<file path="config.mk">
export PLATFORM = sky130hd
export DESIGN_NAME = ej32_mem_dump
export DESIGN_NICKNAME = d
export VERILOG_FILES = /design/src/rtl/ej32_mem_dump.sv
export SDC_FILE = /design/constraint.sdc
export NUM_CORES = 1
export LEC_CHECK = 0
export CORE_MARGIN = 2
export CORE_UTILIZATION = 45
export DETAILED_ROUTE_END_ITERATION = 10
export PLACE_DENSITY = 0.69
export SETUP_SLACK_MARGIN = 0.2
export SLEW_MARGIN = 5
export SYNTH_ARGS = -nofsm -noshare
export SYNTH_HDL_FRONTEND = slang
export SYNTH_SLANG_ARGS = --single-unit
</file>
<file path="constraint.sdc">
create_clock -name clk -period 6.1 [get_ports clk]
set_input_delay 0.915 -clock clk [delete_from_list [all_inputs] [get_ports clk]]
set_output_delay 0.915 -clock clk [all_outputs]
set_load 0.05 [all_outputs]
</file>
<file path="src/rtl/ej32_mem_dump.sv">
// Streaming SPRAM reader: fetches a byte range over the 8-bit memory bus,
// presents it on a valid/ready byte stream and keeps a running checksum.
module ej32_mem_dump #(
  parameter int ASZ = 17,
  parameter int DSZ = 32
) (
  input  logic           clk,
  input  logic           rst,
  input  logic           start,
  input  logic [ASZ-1:0] base,
  input  logic [ASZ-1:0] len,
  input  logic           abort,
  output logic           busy,
  output logic           done,
  output logic [DSZ-1:0] sum,
  output logic [ASZ-1:0] mem_a,
  output logic           mem_re,
  input  logic [7:0]     mem_vo,
  output logic           o_vld,
  output logic [7:0]     o_dat,
  input  logic           o_rdy
);

  typedef enum logic [1:0] {IDLE, RUN, FIN} state_t;

  state_t         state, state_nxt;
  logic [ASZ-1:0] addr;
  logic [ASZ-1:0] a_last;
  logic [ASZ-1:0] iss_cnt;
  logic [ASZ-1:0] pop_cnt;
  logic           pend;
  logic [1:0]     fill;
  logic           wptr, rptr;
  logic [7:0]     fifo [2];
  logic           done_q;

  logic go, go_zero, issue, pop, cap, last_pop, kill;

  function automatic logic [DSZ-1:0] sum_add(input logic [DSZ-1:0] acc,
                                             input logic [7:0]     b);
    return acc + DSZ'(b);
  endfunction

  assign pop      = o_vld & o_rdy;
  assign cap      = pend;
  assign go       = (state == IDLE) && start && (len != '0);
  assign go_zero  = (state == IDLE) && start && (len == '0);
  assign kill     = (state == RUN) && abort;
  assign last_pop = pop && (pop_cnt == ASZ'(1));
  // Counting the pop keeps streaming at one byte per cycle with a 2-deep FIFO.
  assign issue    = (state == RUN) && !abort && (iss_cnt != '0) &&
                    (({1'b0, fill} + {2'b0, pend}) < (3'd2 + {2'b0, pop}));

  always_comb begin
    state_nxt = state;
    case (state)
      IDLE:    if (go) state_nxt = RUN;
      RUN:     if (abort) state_nxt = IDLE;
               else if (last_pop) state_nxt = FIN;
      FIN:     state_nxt = IDLE;
      default: state_nxt = IDLE;
    endcase
  end

  assign busy   = (state == RUN);
  assign done   = done_q;
  assign mem_re = issue;
  assign mem_a  = issue ? addr : a_last;
  assign o_vld  = (fill != 2'd0);
  assign o_dat  = o_vld ? fifo[rptr] : 8'h00;

  // Issue stage: address/count bookkeeping and FSM
  always_ff @(posedge clk or negedge rst) begin
    if (!rst) begin
      state   <= IDLE;
      addr    <= '0;
      a_last  <= '0;
      iss_cnt <= '0;
      pop_cnt <= '0;
      done_q  <= 1'b0;
      sum     <= '0;
    end else begin
      state  <= state_nxt;
      done_q <= go_zero || ((state == RUN) && !abort && last_pop);
      if (go) begin
        addr    <= base;
        iss_cnt <= len;
        pop_cnt <= len;
      end
      if (issue) begin
        a_last  <= addr;
        addr    <= addr + ASZ'(1);
        iss_cnt <= iss_cnt - ASZ'(1);
      end
      if (pop) pop_cnt <= pop_cnt - ASZ'(1);
      if (go || go_zero) sum <= '0;
      else if (pop)      sum <= sum_add(sum, o_dat);
    end
  end

  // Capture stage: read response into the 2-entry FIFO
  always_ff @(posedge clk or negedge rst) begin
    if (!rst) begin
      pend <= 1'b0;
      fill <= 2'd0;
      wptr <= 1'b0;
      rptr <= 1'b0;
    end else if (kill) begin
      pend <= 1'b0;
      fill <= 2'd0;
      wptr <= 1'b0;
      rptr <= 1'b0;
    end else begin
      pend <= issue;
      wptr <= wptr ^ cap;
      rptr <= rptr ^ pop;
      case ({cap, pop})
        2'b10:   fill <= fill + 2'd1;
        2'b01:   fill <= fill - 2'd1;
        default: fill <= fill;
      endcase
    end
  end

  always_ff @(posedge clk) begin
    if (cap) fifo[wptr] <= mem_vo;
  end

  always_ff @(posedge clk) begin
    if (rst) assert (!(cap && !pop && (fill == 2'd2)));
  end

endmodule

</file>
Word level (Yosys, flattened, before mapping)
Memories as Yosys holds them, arrays and structs flattened.
Index checks and enable logic that the tools add are counted.
{"block": "op_classes", "addsub": 8, "n_lt_le_gt_ge": 1, "n_eq_ne": 6, "n_mux": 20, "bitwise": 3, "reduce_logical": 22}
{"cell": "$mux W17", "count": 6}
{"cell": "$mux W32", "count": 2}
{"cell": "$reduce_bool A17 Y1", "count": 2}
{"cell": "$sub A17 B1 Y17 const B", "count": 2}
{"cell": "$add A32 B8 Y32", "count": 1}
{"cell": "$add A17 B1 Y17 const B", "count": 1}
{"cell": "$eq A17 B1 Y1 const B", "count": 1}
{"cell": "$logic_not A17 Y1", "count": 1}
{"cell": "$logic_and A1 B1 Y1", "count": 9}
{"cell": "$mux W2", "count": 4}
{"cell": "$mux W8", "count": 1}
{"cell": "$pmux W2 S2", "count": 2}
{"cell": "$reduce_bool A2 Y1", "count": 4}
{"cell": "$mux W1", "count": 5}
{"cell": "$eq A2 B1 Y1 const B", "count": 2}
{"cell": "$add A2 B1 Y3", "count": 1}
{"cell": "$add A2 B1 Y3 const A", "count": 1}
{"cell": "$lt A3 B3 Y1", "count": 1}
{"cell": "$ne A3 B2 Y1 const B", "count": 1}
{"cell": "$reduce_bool A3 Y1", "count": 1}
{"cell": "$add A2 B1 Y2 const B", "count": 1}
{"cell": "$eq A2 B2 Y1 const B", "count": 1}
{"cell": "$logic_not A2 Y1", "count": 1}
{"cell": "$logic_or A1 B1 Y1", "count": 2}
{"cell": "6 further kinds", "count": 7}
{"block": "word_totals", "register_bits": 108, "mem_bits_rw": 16, "in_bits": 47, "mem_count": 1}
{"memory": "fifo", "words": 2, "width": 8, "read_ports": 1, "rd_ports_with_merged_regs": 0, "write_ports": 1, "line_no": "34", "rtl": "logic [7:0] fifo [2];"}

Logic depth before layout (Yosys ltp)
{"block": "depth", "depth_word": 6, "mapped_depth": 13, "mapped_depth_nobuf": 11}

Least setup slack after synthesis
OpenSTA, ideal clock, no wires.
{"block": "synth_path", "path_type": "in2out", "startpoint": "input o_rdy", "endpoint": "output mem_a[12]", "arrival_time_ns": 3.006, "required_ns": 5.185, "slack_ns": 2.179, "cell_stages": 7, "n_path_buf": 2, "path_cell_list": "o21ai_2 o21ai_0 and3b_1 nand2_4 buf_2 buf_2 o21ai_0"}
{"block": "synth_via", "elab_chain_cells": 5}
{"element": "from (decl)", "line_no": "21", "rtl": "input logic o_rdy"}
{"element": "$and A1 B1 Y1", "line_no": "44", "rtl": "assign pop = o_vld & o_rdy;"}
{"element": "$add A2 B1 Y3", "line_no": "52", "rtl": "(({1'b0, fill} + {2'b0, pend}) < (3'd2 + {2'b0, pop}));"}
{"element": "$lt A3 B3 Y1", "line_no": "52"}
{"element": "$logic_and A1 B1 Y1", "line_no": "51", "rtl": "assign issue = (state == RUN) && !abort && (iss_cnt != '0) &&"}
{"element": "$mux W17"}
{"element": "to (decl)", "line_no": "16", "rtl": "output logic [ASZ-1:0] mem_a,"}
No other way between the ends.

Final worst setup path
{"block": "layout_path", "startpoint": "register iss_cnt[0]", "endpoint": "output mem_a[13]"}
{"block": "layout_via", "elab_chain_cells": 4}
{"element": "from (decl)", "line_no": "29", "rtl": "logic [ASZ-1:0] iss_cnt;"}
{"element": "from (signal assigned)", "line_no": "87", "rtl": "iss_cnt <= len;"}
{"element": "from (signal assigned)", "line_no": "93", "rtl": "iss_cnt <= iss_cnt - ASZ'(1);"}
{"element": "$reduce_bool A17 Y1", "line_no": "51"}
{"element": "$logic_and A1 B1 Y1 (2 in a row)", "line_no": "51"}
{"element": "$mux W17"}
No other way between the ends.

==> flow_summary.ini <==
[final_layout]
final_core_util_pct = 59.4
diodes = 0
nNetsFinal = 848
drive_gt1_share_pct = 7.28
syn_to_final_growth_pct = 28.7

[sta]
tightest_slew_ps = 1020
finalSetupTns_ps = 0
fmax_ghz = 0.211
period_share_pct = 77.8
slew_violations = 0
fin_ws_ps = 1350
final_hold_viol_count = 0
setup_viol = 0
grt_setup_unrepaired = no
whs_ps = 464
relSlewSlack_pct = 31.8
fin_skew_ps = 8.74
fin_crit_ps = 4750

[worst_setup_path]
cp-start-kind = flop
path_cells = inv_1 -> ha_1 -> nor3b_1 -> nand2_1 -> or4_4 -> nand2_4 -> buf_4 -> nand2_1 -> o21ai_0 -> clkdlybuf4s50_1
cp_max_fo = 50
cp_slowest_stage_delay_ps = 850
slowest_stage = clkdlybuf4s50_1
path_class = reg -> out
critPathArrivalTime_ps = 3830
crit_top_cell = nand2_1
endpoint_kind = output port
required_ps = 5180

[global_routing]
antenna_found_initial = 0
grtUsageTotal_pct = 23.0
overflow = 0
grt_max_degree = 73
grt_pass1_vias = 5532
grt_pass1_wl_mm = 27.2

[power_and_ir_drop]
sequentialPowerShare_pct = 35.0
p_int_mw = 2.14
total_power_mw = 3.53
switchingPower_mw = 1.38
peakVddDrop_uv = 272
swShare_pct = 39.3
combPwrFrac_pct = 35.9
power_density_nw_per_um2 = 428
clkPwrFrac_pct = 29.1
p_leak_nw = 3.43

[routing]
wl_met3_mm = 1.08
via_per_inst = 5.79
via_count = 5657
route.detailed.drc = 0
wl_per_cell_um = 17.2
drtIter0Drc = 368
drt-pass1-iter-count = 5
routed.top_layer = met4
ant_nets = 0
wl_met1_mm = 7.42
wirelength_mm = 16.8
dr_wl_met2_mm = 8.02

[outcome]
outcome = completed

[yosys]
synth_edf_count = 16
ys_ff_latch = 124
syn_area_um2 = 6410
ys_seq_area_share_pct = 49.7
synth.area.top_cells = dfrtp_1 (42%), edfxtp_1 (7.5%), nand2_1 (6.3%)
synthTopCellsByCount = dfrtp_1 (108), nand2_1 (107), nor2_1 (78)
ys_types = 65
yosys_warnings = 0
yosys.area.top_type_share_pct = 42.2
synth_fp_nets = 741
postSynth.asyncResetShare_pct = 87.1
synth_top_area_cell = dfrtp_1
synth_flop_cell = dfrtp_1
synthCells = 677
synth.avg_cell_area_um2 = 9.46
yosysMostFrequentCell = dfrtp_1

[clock_network]
holdBufCountCts = 0
cts.sinks = 124
cts_setup_buffers = 0
cts_buffer_depth = 2
clock_latency_ps = 420
cts_tree = built
root_buffer = clkbuf_16
htree_levels = 4
cts_buffers = 17
cts_resized = 0
clk_pin_slew_ps = 60

[floorplanning]
io_pins = 108
initial_utilization_pct = 46.2
rows = 43
core_um2 = 13900
dieHeight_um = 123
die-width_um = 123
die_area_um2 = 15200

[place]
pre_cts_ws_ps = 1600
gp_congestion = 0.822
hpwl_mm = 11.3
place.port_buffers = 107

[hold_path]
min_path_type = in -> async

[run]
cap_violations = 0
-- worst max-delay path: cells and delay by family, from the launching register on --
kind | cells | cell delay [ps]
simple gates | 5 | 1340
compound gates | 1 | 120
buf+inv | 3 | 1330
flops | 1 | 410
fa+ha+maj | 1 | 190
-- sequential cells by signal (all words and copies together), names as in the netlist --
register,cells
pop_cnt,17
sum,32
iss_cnt,17
a_last,17
fill,2
state,2
wptr,1
rptr,1
fifo,16
addr,17
done,1
cap,1
-- metrics by stage --
| stage | area, um2 | cells |
|---|---|---|
| 5_1_grt | 8250 | 977 |
| 3_5_place_dp | 7650 | 945 |
| 3_3_place_gp | 7650 | 945 |
| 4_1_cts | 8250 | 977 |
| 2_1_floorplan | 6410 | 677 |
| 6_report | 8250 | 977 |
-- final timing paths --
path	from	endpoint	slack, ps	cells past startpoint
min in group clk	a_last[3]	a_last[3]	470	2
min reg2reg	a_last[3]	a_last[3]	470	2
max reg2reg	rptr	sum[20]	2680	11
max in group asynchronous	rst	sum[23]	4330	2
min	rst	pop_cnt[9]	460	1
max	iss_cnt[0]	mem_a[13]	1350	10
-- cell families after synthesis --
family	Yosys count	synth area share, %
XOR/XNOR	29	3.96
adder cells (fa/ha/maj)	17	3.44
multiplexers	8	1.27
flip-flops	124	49.7
AND/OR/NAND/NOR	310	23.0
buffers and inverters	45	2.93
AO/OA/AOI/OAI	144	15.7
-- power by group through the flow --
stage                     clock network [mW]  logic [mW]  registers [mW]
after global routing                    1.09        1.38            1.27
after floorplan                            0       0.829            1.26
after detailed placement                   0        1.26            1.24
after CTS                               1.04        1.27            1.23
after global placement                     0        1.23            1.24
final                                   1.03        1.26            1.23
-- cell usage in the layout (no fill, tap or decap), drive strengths merged, types with 5 or more instances in the layout --
master,instances
a211oi,7
a21o,9
a21oi,33
a221o,11
and2,5
and3,7
buf,9
clkbuf,18
clkdlybuf4s50,106
clkinv,5
clkinvlp,5
dfrtp,108
edfxtp,16
ha,16
inv,19
mux2i,7
nand2,108
nand2b,7
nand3,32
nand4,10
nor2,78
nor3,22
nor3b,6
nor4,13
o211ai,13
o21a,6
o21ai,28
o311ai,6
or3,7
xnor2,7
xor2,22
-- routing by layer --
metal	vias up	track usage [%]
met5	-	0
li1	2668	-
met3	23	6.69
met4	0	7.88
met1	2781	30.5
met2	185	36.3
-- area by class of cell --
cell class | count | area [um2]
Tap cell | 180 | 225
Clock buffer | 18 | 429
Fill cell | 1189 | 5630
Multi-Input combinational cell | 508 | 3040
Sequential cell | 124 | 3180
Timing Repair Buffer | 115 | 1130
Clock inverter | 14 | 171
Inverter | 18 | 67.6
Note: power is estimated with default switching activity, not from simulation.
